`src/rtl/elevator_display_driver.sv`:
```
`default_nettype none
// ============================================================================
// Module  : elevator_display_driver
// Brief   : Drives the 8-digit multiplexed seven-segment display and the board
//           LEDs for the two-floor elevator: floor, direction, travel countdown.
// Rev     : 1.0  initial release
// ============================================================================

module elevator_display_driver #(
  parameter int SCAN_DIV   = 50000,
  parameter int BLINK_DIV  = 12500000,
  parameter int SEC_DIV    = 50000000,
  parameter int TRAVEL_SEC = 4
) (
  input  logic       clk_50mhz,
  input  logic       rst,
  input  logic [1:0] floor,
  input  logic [1:0] state,
  input  logic [3:0] led_drive,
  output logic [7:0] seg,
  output logic [7:0] dig_sel,
  output logic [3:0] led,
  output logic [1:0] led_dir
);

  localparam int c_SCAN_W  = (SCAN_DIV  > 1) ? $clog2(SCAN_DIV)  : 1;
  localparam int c_BLINK_W = (BLINK_DIV > 1) ? $clog2(BLINK_DIV) : 1;
  localparam int c_SEC_W   = (SEC_DIV   > 1) ? $clog2(SEC_DIV)   : 1;

  localparam logic [c_SCAN_W-1:0]  c_SCAN_MAX  = c_SCAN_W'(SCAN_DIV - 1);
  localparam logic [c_BLINK_W-1:0] c_BLINK_MAX = c_BLINK_W'(BLINK_DIV - 1);
  localparam logic [c_SEC_W-1:0]   c_SEC_MAX   = c_SEC_W'(SEC_DIV - 1);
  localparam logic [3:0]           c_TRAVEL    = 4'(TRAVEL_SEC);

  localparam logic [7:0] c_SEG_DASH  = 8'h40;
  localparam logic [7:0] c_SEG_UP    = 8'h3E;
  localparam logic [7:0] c_SEG_DOWN  = 8'h5E;
  localparam logic [7:0] c_SEG_BLANK = 8'h00;

  typedef enum logic [0:0] {
    ST_IDLE   = 1'b0,
    ST_MOVING = 1'b1
  } travel_state_t;

  travel_state_t         r_fsm;
  logic [1:0]            r_floor;
  logic [1:0]            r_state;
  logic [3:0]            r_drive;
  logic [3:0]            r_drive_lat;
  logic [3:0]            r_countdown;
  logic [c_SEC_W-1:0]    r_sec_cnt;
  logic [c_BLINK_W-1:0]  r_blink_cnt;
  logic                  r_phase;
  logic [3:0]            r_led;
  logic [c_SCAN_W-1:0]   r_scan_cnt;
  logic [2:0]            r_idx;
  logic [7:0]            r_seg;
  logic [7:0]            r_dig_sel;
  logic [1:0]            r_led_dir;

  logic                  w_sec_wrap;
  logic                  w_blink_wrap;
  logic [7:0]            w_seg_code;
  logic [1:0]            w_dir_code;

  function automatic logic [7:0] num_glyph(input logic [3:0] v);
    case (v)
      4'd0:    num_glyph = 8'h3F;
      4'd1:    num_glyph = 8'h06;
      4'd2:    num_glyph = 8'h5B;
      4'd3:    num_glyph = 8'h4F;
      4'd4:    num_glyph = 8'h66;
      4'd5:    num_glyph = 8'h6D;
      4'd6:    num_glyph = 8'h7D;
      4'd7:    num_glyph = 8'h07;
      4'd8:    num_glyph = 8'h7F;
      4'd9:    num_glyph = 8'h6F;
      default: num_glyph = c_SEG_BLANK;
    endcase
  endfunction

  // Inputs are sampled once; everything downstream works from these copies.
  always_ff @(posedge clk_50mhz) begin
    if (!rst) begin
      r_floor <= 2'd0;
      r_state <= 2'd0;
      r_drive <= 4'd0;
    end else begin
      r_floor <= floor;
      r_state <= state;
      r_drive <= led_drive;
    end
  end

  assign w_sec_wrap   = (r_sec_cnt == c_SEC_MAX);
  assign w_blink_wrap = (r_blink_cnt == c_BLINK_MAX);

  // Travel FSM: a new nonzero request pattern (re)starts the countdown and blink.
  always_ff @(posedge clk_50mhz) begin
    if (!rst) begin
      r_fsm       <= ST_IDLE;
      r_drive_lat <= 4'd0;
      r_countdown <= 4'd0;
      r_sec_cnt   <= '0;
      r_blink_cnt <= '0;
      r_phase     <= 1'b1;
      r_led       <= 4'd0;
    end else begin
      case (r_fsm)
        ST_IDLE: begin
          if (r_drive != 4'd0) begin
            r_fsm       <= ST_MOVING;
            r_drive_lat <= r_drive;
            r_countdown <= c_TRAVEL;
            r_sec_cnt   <= '0;
            r_blink_cnt <= '0;
            r_phase     <= 1'b1;
            r_led       <= r_drive;
          end else begin
            r_countdown <= 4'd0;
            r_sec_cnt   <= '0;
            r_blink_cnt <= '0;
            r_led       <= 4'd0;
          end
        end
        ST_MOVING: begin
          if (r_drive == 4'd0) begin
            r_fsm       <= ST_IDLE;
            r_countdown <= 4'd0;
            r_sec_cnt   <= '0;
            r_blink_cnt <= '0;
            r_led       <= 4'd0;
          end else if (r_drive != r_drive_lat) begin
            r_drive_lat <= r_drive;
            r_countdown <= c_TRAVEL;
            r_sec_cnt   <= '0;
            r_blink_cnt <= '0;
            r_phase     <= 1'b1;
            r_led       <= r_drive;
          end else begin
            if (w_sec_wrap) begin
              r_sec_cnt <= '0;
              if (r_countdown != 4'd0) begin
                r_countdown <= r_countdown - 4'd1;
              end
            end else begin
              r_sec_cnt <= r_sec_cnt + c_SEC_W'(1);
            end
            if (w_blink_wrap) begin
              r_blink_cnt <= '0;
              r_phase     <= ~r_phase;
            end else begin
              r_blink_cnt <= r_blink_cnt + c_BLINK_W'(1);
            end
            // LED follows the phase that takes effect on this same edge
            r_led <= r_drive & {4{w_blink_wrap ? ~r_phase : r_phase}};
          end
        end
        default: r_fsm <= ST_IDLE;
      endcase
    end
  end

  always_comb begin
    w_seg_code = c_SEG_BLANK;
    case (r_idx)
      3'd0: begin
        case (r_floor)
          2'd1:    w_seg_code = num_glyph(4'd1);
          2'd2:    w_seg_code = num_glyph(4'd2);
          default: w_seg_code = c_SEG_DASH;
        endcase
      end
      3'd2: begin
        if (r_fsm == ST_MOVING) begin
          w_seg_code = num_glyph(r_countdown);
        end
      end
      3'd7: begin
        case (r_state)
          2'd2:    w_seg_code = c_SEG_UP;
          2'd1:    w_seg_code = c_SEG_DOWN;
          2'd0:    w_seg_code = c_SEG_DASH;
          default: w_seg_code = c_SEG_BLANK;
        endcase
      end
      default: w_seg_code = c_SEG_BLANK;
    endcase
  end

  always_comb begin
    case (r_state)
      2'd2:    w_dir_code = 2'b01;
      2'd1:    w_dir_code = 2'b10;
      default: w_dir_code = 2'b00;
    endcase
  end

  // Digit enable and segment pattern come from the same index on the same edge.
  always_ff @(posedge clk_50mhz) begin
    if (!rst) begin
      r_scan_cnt <= '0;
      r_idx      <= 3'd0;
      r_seg      <= 8'h00;
      r_dig_sel  <= 8'hFF;
      r_led_dir  <= 2'b00;
    end else begin
      if (r_scan_cnt == c_SCAN_MAX) begin
        r_scan_cnt <= '0;
        r_idx      <= r_idx + 3'd1;
      end else begin
        r_scan_cnt <= r_scan_cnt + c_SCAN_W'(1);
      end
      r_dig_sel <= ~(8'd1 << r_idx);
      r_seg     <= w_seg_code;
      r_led_dir <= w_dir_code;
    end
  end

  assign seg     = r_seg;
  assign dig_sel = r_dig_sel;
  assign led     = r_led;
  assign led_dir = r_led_dir;

endmodule

`default_nettype wire

```
`config.mk`:
```
export PLATFORM = sky130hd
export DESIGN_NAME = elevator_display_driver
export DESIGN_NICKNAME = d
export VERILOG_FILES = /design/src/rtl/elevator_display_driver.sv
export SDC_FILE = /design/constraint.sdc
export NUM_CORES = 1
export LEC_CHECK = 0
export BUFFER_PORTS_ARGS = -buffer_cell sky130_fd_sc_hd__buf_4
export CORE_UTILIZATION = 50
export DETAILED_ROUTE_END_ITERATION = 10
export PLACE_DENSITY = 0.67
export SETUP_SLACK_MARGIN = 0.02
export SLEW_MARGIN = 20
export SYNTH_ARGS = -nofsm -noshare
export SYNTH_HDL_FRONTEND = slang
export SYNTH_SLANG_ARGS = --single-unit
```
`constraint.sdc`:
```
create_clock -name clk_50mhz -period 2.8 [get_ports clk_50mhz]
set_input_delay 0.14 -clock clk_50mhz [delete_from_list [all_inputs] [get_ports clk_50mhz]]
set_output_delay 0.14 -clock clk_50mhz [all_outputs]
set_load 0.02 [all_outputs]
```
# After elaboration in Yosys (flattened, before gate mapping)
# Memories as Yosys holds them, arrays and structs flattened. A register that Yosys moved wholly into a read port is not among the register bits.
# Index checks and enable logic that the tools add are counted.
[totals]
regBits = 109
rom_bits = 112
input_bits = 10
out_inout_bits = 22
wordCells = 88
n_memories = 1
[classes]
add_sub_neg = 5
n_eq_ne = 15
shift = 1
n_mux = 37
bitwise_logic = 5
reduce_logical = 9
[memory_table]
columns = ["name", "words", "width", "read_ports", "rd_ports_with_merged_regs", "write_ports", "line_no", "text"]
rows = [
  ["(no name shown)", 16, 7, 1, 1, 0, "67", "case (v)"],
]
[ops]
columns = ["cell", "count"]
rows = [
  ["two-way mux 26 bit", 3],
  ["two-way mux 24 bit", 3],
  ["one-hot mux 26 bit (2 select lines)", 1],
  ["two-way mux 4 bit", 12],
  ["one-hot mux 24 bit (2 select lines)", 1],
  ["adder 26 x 1 -> 26 bit, second input constant", 1],
  ["equality test 26 bit, second input constant", 1],
  ["adder 24 x 1 -> 24 bit, second input constant", 1],
  ["equality test 24 bit, second input constant", 1],
  ["one-hot mux 4 bit (2 select lines)", 3],
  ["one-hot mux 8 bit (3 select lines)", 1],
  ["one-hot mux 7 bit (3 select lines)", 1],
  ["adder 16 x 1 -> 16 bit, second input constant", 1],
  ["equality test 16 bit, second input constant", 1],
  ["one-hot mux 7 bit (2 select lines)", 1],
  ["two-way mux 8 bit", 1],
  ["inequality test 4 x 1 -> 1 bit, second input constant", 2],
  ["inverter 8 bit", 1],
  ["nonzero test 4 bit", 2],
  ["<< shifter 1 x 3 -> 8 bit, first input constant", 1],
  ["two-way mux 1 bit", 6],
  ["AND 4 bit", 1],
  ["equality test 2 x 1 -> 1 bit, second input constant", 2],
  ["equality test 2 bit, second input constant", 2],
  ["other kinds (17)", 22],
]

# Longest topological paths before layout
[logic_depth]
word_depth = 8
depth_mapped = 11
ltp_nobuf = 11

# Worst setup path before layout
# OpenSTA, ideal clock, no wires.
[synth_path]
kind = "flip-flop to flip-flop"
start = "register r_sec_cnt[0]"
end = "register with a tool-made name"
setup_time_ns = 0.129
arrival_time_ns = 2.408
required_ns = 2.671
slack_ns = 0.263
stages_incl_launch_ff = 11
n_path_buf = 0
synth_period_minus_slack_ns = 2.537
cell_sequence = "dfxtp_1 ha_1 nand2_1 or3_1 nor3_2 xnor2_1 nor2_1 inv_1 ha_1 a2111oi_0 o32ai_1"
[synth_rtl]
columns = ["item", "line_no", "text"]
rows = [
  ["from (decl)", "51", "logic [c_SEC_W-1:0] r_sec_cnt;"],
  ["from (signal assigned)", "147", "r_sec_cnt <= r_sec_cnt + c_SEC_W'(1);"],
]

==> metrics list <==
- Fill cell instance count of the final layout: about 830
* Final Hold Fails: 0
- In the final layout, the share of cells above drive strength 1 is 0.1375.
* Most frequently used flop master after synthesis: sky130_fd_sc_hd__dfxtp_1
* DR vias: between 3000 and 4000
- Count of antenna diodes in the layout: 0
- In this run, synthesis produced a sequential element count of between 100 and 150.
* Top cell type by total area after synthesis: sky130_fd_sc_hd__dfxtp_1
* CTS sink cnt: between 100 and 150
- The number of antenna violations at the first check in global routing is 0.
* H-tree depth: 4
- Data on the critical path is required at its endpoint by approximately 3200 ps.
- Total power consumption of the routed design: between 4000 and 5000 uW
- Met3 GRT Util: 0.05559
- Clock latency on the worst-skew pair, taken at its later pin, is around 530 ps.
- Core Region: about 10000 um^2
- The worst-case IR drop observed on VDD is 0.3439 mV.
- The clock passes through at most 2 buffers.
- Maximum capacitance violations: 0
* Unrepaired setup endpoints after global routing: false
- For this run, the number of Yosys warnings is 0.
- In this run the worst path has a maximum fanout of 6.
* Placed cell count: between 700 and 800
- By instance count, the leading cell after synthesis is sky130_fd_sc_hd__dfxtp_1.
- Clock-pin slew was measured on the worst setup and hold paths at ~60 ps.
- Antenna Nets Post-Route: 0
- Classification of the worst-slack hold path: in2reg
* Final routed DRC violation total: 0
- Clock tree synthesis inserted a total of 17 buffers.
- The initialized floorplan defines 36 standard-cell rows.
- Entering global routing, the biggest net connects 30 pins.
- The run finished with clean final reports.
- Of the synthesized area, sequential elements account for 0.4538.
- Of the available clock period, the critical path in the final layout requires 0.9054.
* Wire length of the first global-routing pass: around 16000 um
* Number of primary I/O pins: 32
* Nature of the critical path endpoint: flop
- Worst Path Arrival: 2930 ps
- Between clock sinks in the finished design, the worst skew comes to just over 7 ps.
- Hold Slack: between 300 and 400 ps
- After synthesis, the share of flip-flops with an asynchronous set or reset is 0.
- Effective utilization at floorplan: 0.5167
- Slew at the pin closest to its max-slew limit: 707.2 ps
* Final HPWL DP: ~6500 um
- Setup violations remaining at the end of the flow were counted as 0.
- After detailed routing, the number of vias per cell comes to roughly 5.2.
- The worst pin sits at a relative slew slack of 0.5253.
- Areal power density over the cells: around 660 nW/um^2
* Drt first-iter violations: 111
- Total negative slack: 0 ps
- For met1 alone, demand over resource in global routing was 0.2245.
* Maximum clock frequency: 0.3944 GHz
* Routability congestion estimate: between 0.7 and 0.8
- Post-placement setup slack: between 90 and 100 ps
- Post-synth EDFFs: 0
- The worst setup path is launched from a flop.
* Post-CTS setup buffers: 0
- Critical path type: reg2reg
* Mean cell area of the mapped netlist: 9.109 um^2
- Post-synth design cell area: between 5000 and 6000 um^2
- The final count of pins violating max slew came to 0.
- The via count of the first global-routing pass was between 3000 and 4000.
- Across every metal layer, demand over resource in global routing totals 0.1933.
- Width of the die: about 100 um
- Summed over all layers, the routed wires come to ~9500 um.
* Synthesized netlist net count: around 590
- Synthesis produced a netlist whose cell count is roughly 560.
* Filler-free cell count of the finished design: between 700 and 800
- Cell types with the largest area share after synthesis: sky130_fd_sc_hd__dfxtp_1 45%, sky130_fd_sc_hd__ha_1 6.4%, sky130_fd_sc_hd__nor2_1 6.1%
* P&R area growth vs syn: 21.58%
* CTS root buf: sky130_fd_sc_hd__clkbuf_8
* Minimum clock period: 2535 ps
* Register area: 2303 um^2
- In the synthesized netlist, the cells that appear most often are 115 x sky130_fd_sc_hd__dfxtp_1, 83 x sky130_fd_sc_hd__nor2_1, 42 x sky130_fd_sc_hd__nand2_1.
* Yosys top cell area share: 0.4538
- Die ar.: ~11000 um^2
- TritonCTS clock tree: built
- Die height: just over 100 um
* Count of unique library cells instantiated by Yosys: between 50 and 60
- First-pass detailed-route iteration total: 4
- Least setup slack across all paths after layout: ~260 ps
- In the final layout, the multi-input gates occupy ~2600 um^2.
- Most heavily used metal layer in global routing: met2
- I/O Buffers: 30
- Detail-routed net length per standard cell: 12.62 um
- At the end of the flow, the number of nets in the layout was around 640.
- Leakage component of the power: 0.002287 uW
- Remaining global-route overflow: 0
- In the global route stage, met2 resource usage came out at 0.3236.
==> logic make-up (layout without fill, tap and decap cells) <==
kind of cell | count (synthesis) | after routing | share of synthesized area
xor gates and xnor gates | 63 | 63 | 0.1088
other | 1 | 1 | 0.0007391
and+or+nand+nor | 258 | 258 | 0.2661
adders and majority gates | 26 | 26 | 0.06412
DFF | 115 | 115 | 0.4538
buffers and inverters | 38 | 99 | 0.02984
muxes | 3 | 3 | 0.006904
AOI/OAI and AO/OA | 53 | 53 | 0.06979
==> state kept, by name (all words and copies together), names as in the netlist, named ones only <==
name         cells
r_fsm            1
r_sec_cnt       26
r_scan_cnt      16
dig_sel          8
seg              7
led              4
r_countdown      4
r_floor          2
r_state          2
r_blink_cnt     24
r_drive_lat      4
r_idx            3
led_dir          2
r_phase          1
r_drive          4
==> path summary, 6_finish.rpt <==
| kind | from | end | slack (ps) | cells past startpoint |
|---|---|---|---|---|
| setup / recovery | r_sec_cnt[11] | flop | 260 | 7 |
| hold / removal | led_drive[2] | r_drive[2] | 370 | 3 |
| setup reg to reg | r_sec_cnt[11] | flop | 260 | 7 |
| hold reg to reg | r_scan_cnt[0] | r_scan_cnt[0] | 440 | 1 |
==> through the flow <==
step,cell area [um^2],util
floorplan,5074,-
global placement,5458,0.5558
detailed placement,5458,0.5558
CTS,6158,0.6272
global route,6168,0.6282
finish,6168,0.6282
==> layer usage <==
layer / part of all wire / vias to the layer above
met5: 0 / -
met4: 0.024 / 0
met3: 0.033 / 24
met2: 0.47 / 63
met1: 0.48 / 1782
li1: - / 2005
==> timing repair <==
item                                   4_1_cts  5_1_grt
gates resized for setup                      0        4
endpoints found under the hold margin       14        0
hold buffers                                 9        0
setup endpoints to repair                    0        1
==> power by group <==
| group | switching (uW) | internal, uW | leakage, uW |
|---|---|---|---|
| registers | 21.2 | 1670 | 0.000935 |
| logic | 86.9 | 72.5 | 0.00106 |
| clock network | 733 | 1470 | 0.000296 |
==> cells in the final DEF, fill, tap and decap left out, drive strengths merged, types with 2 or more instances in the layout <==
master,Yosys,routed
a211oi,2,2
a21oi,18,18
a22oi,6,6
and2,14,14
and3,16,16
and4,5,5
buf,2,36
bufinv,0,3
clkbuf,13,23
clkinv,0,3
clkinvlp,0,2
dfxtp,115,115
dlygate4sd3,0,9
ha,26,26
inv,23,23
mux2i,2,2
nand2,42,42
nand2b,2,2
nand3,34,34
nand4,14,14
nand4bb,2,2
nor2,84,84
nor2b,7,7
nor3,7,7
nor4,7,7
nor4b,5,5
o21ai,13,13
o22ai,5,5
o31a,2,2
or3,9,9
or4,4,4
xnor2,28,28
xor2,35,35
==> worst max-delay path: stages (launching register included) <==
cell and delay (ps):
sky130_fd_sc_hd__dfxtp_1 350, sky130_fd_sc_hd__or4_4 540, sky130_fd_sc_hd__or4_4 520, sky130_fd_sc_hd__nor3_2 150, sky130_fd_sc_hd__o21ai_2 130, sky130_fd_sc_hd__ha_1 260, sky130_fd_sc_hd__a2111oi_2 330, sky130_fd_sc_hd__o32ai_1 120
==> layout make-up <==
class / count / share of cell area
clock buffers: 23 / 0.07890
clock inverters: 8 / 0.02008
inverters: 23 / 0.01400
multi-input cells: 404 / 0.4262
flip-flops and latches: 115 / 0.3734
well taps: 133 / 0.02698
repair buffers: 45 / 0.06045
Power figures use the tool's default switching activity.
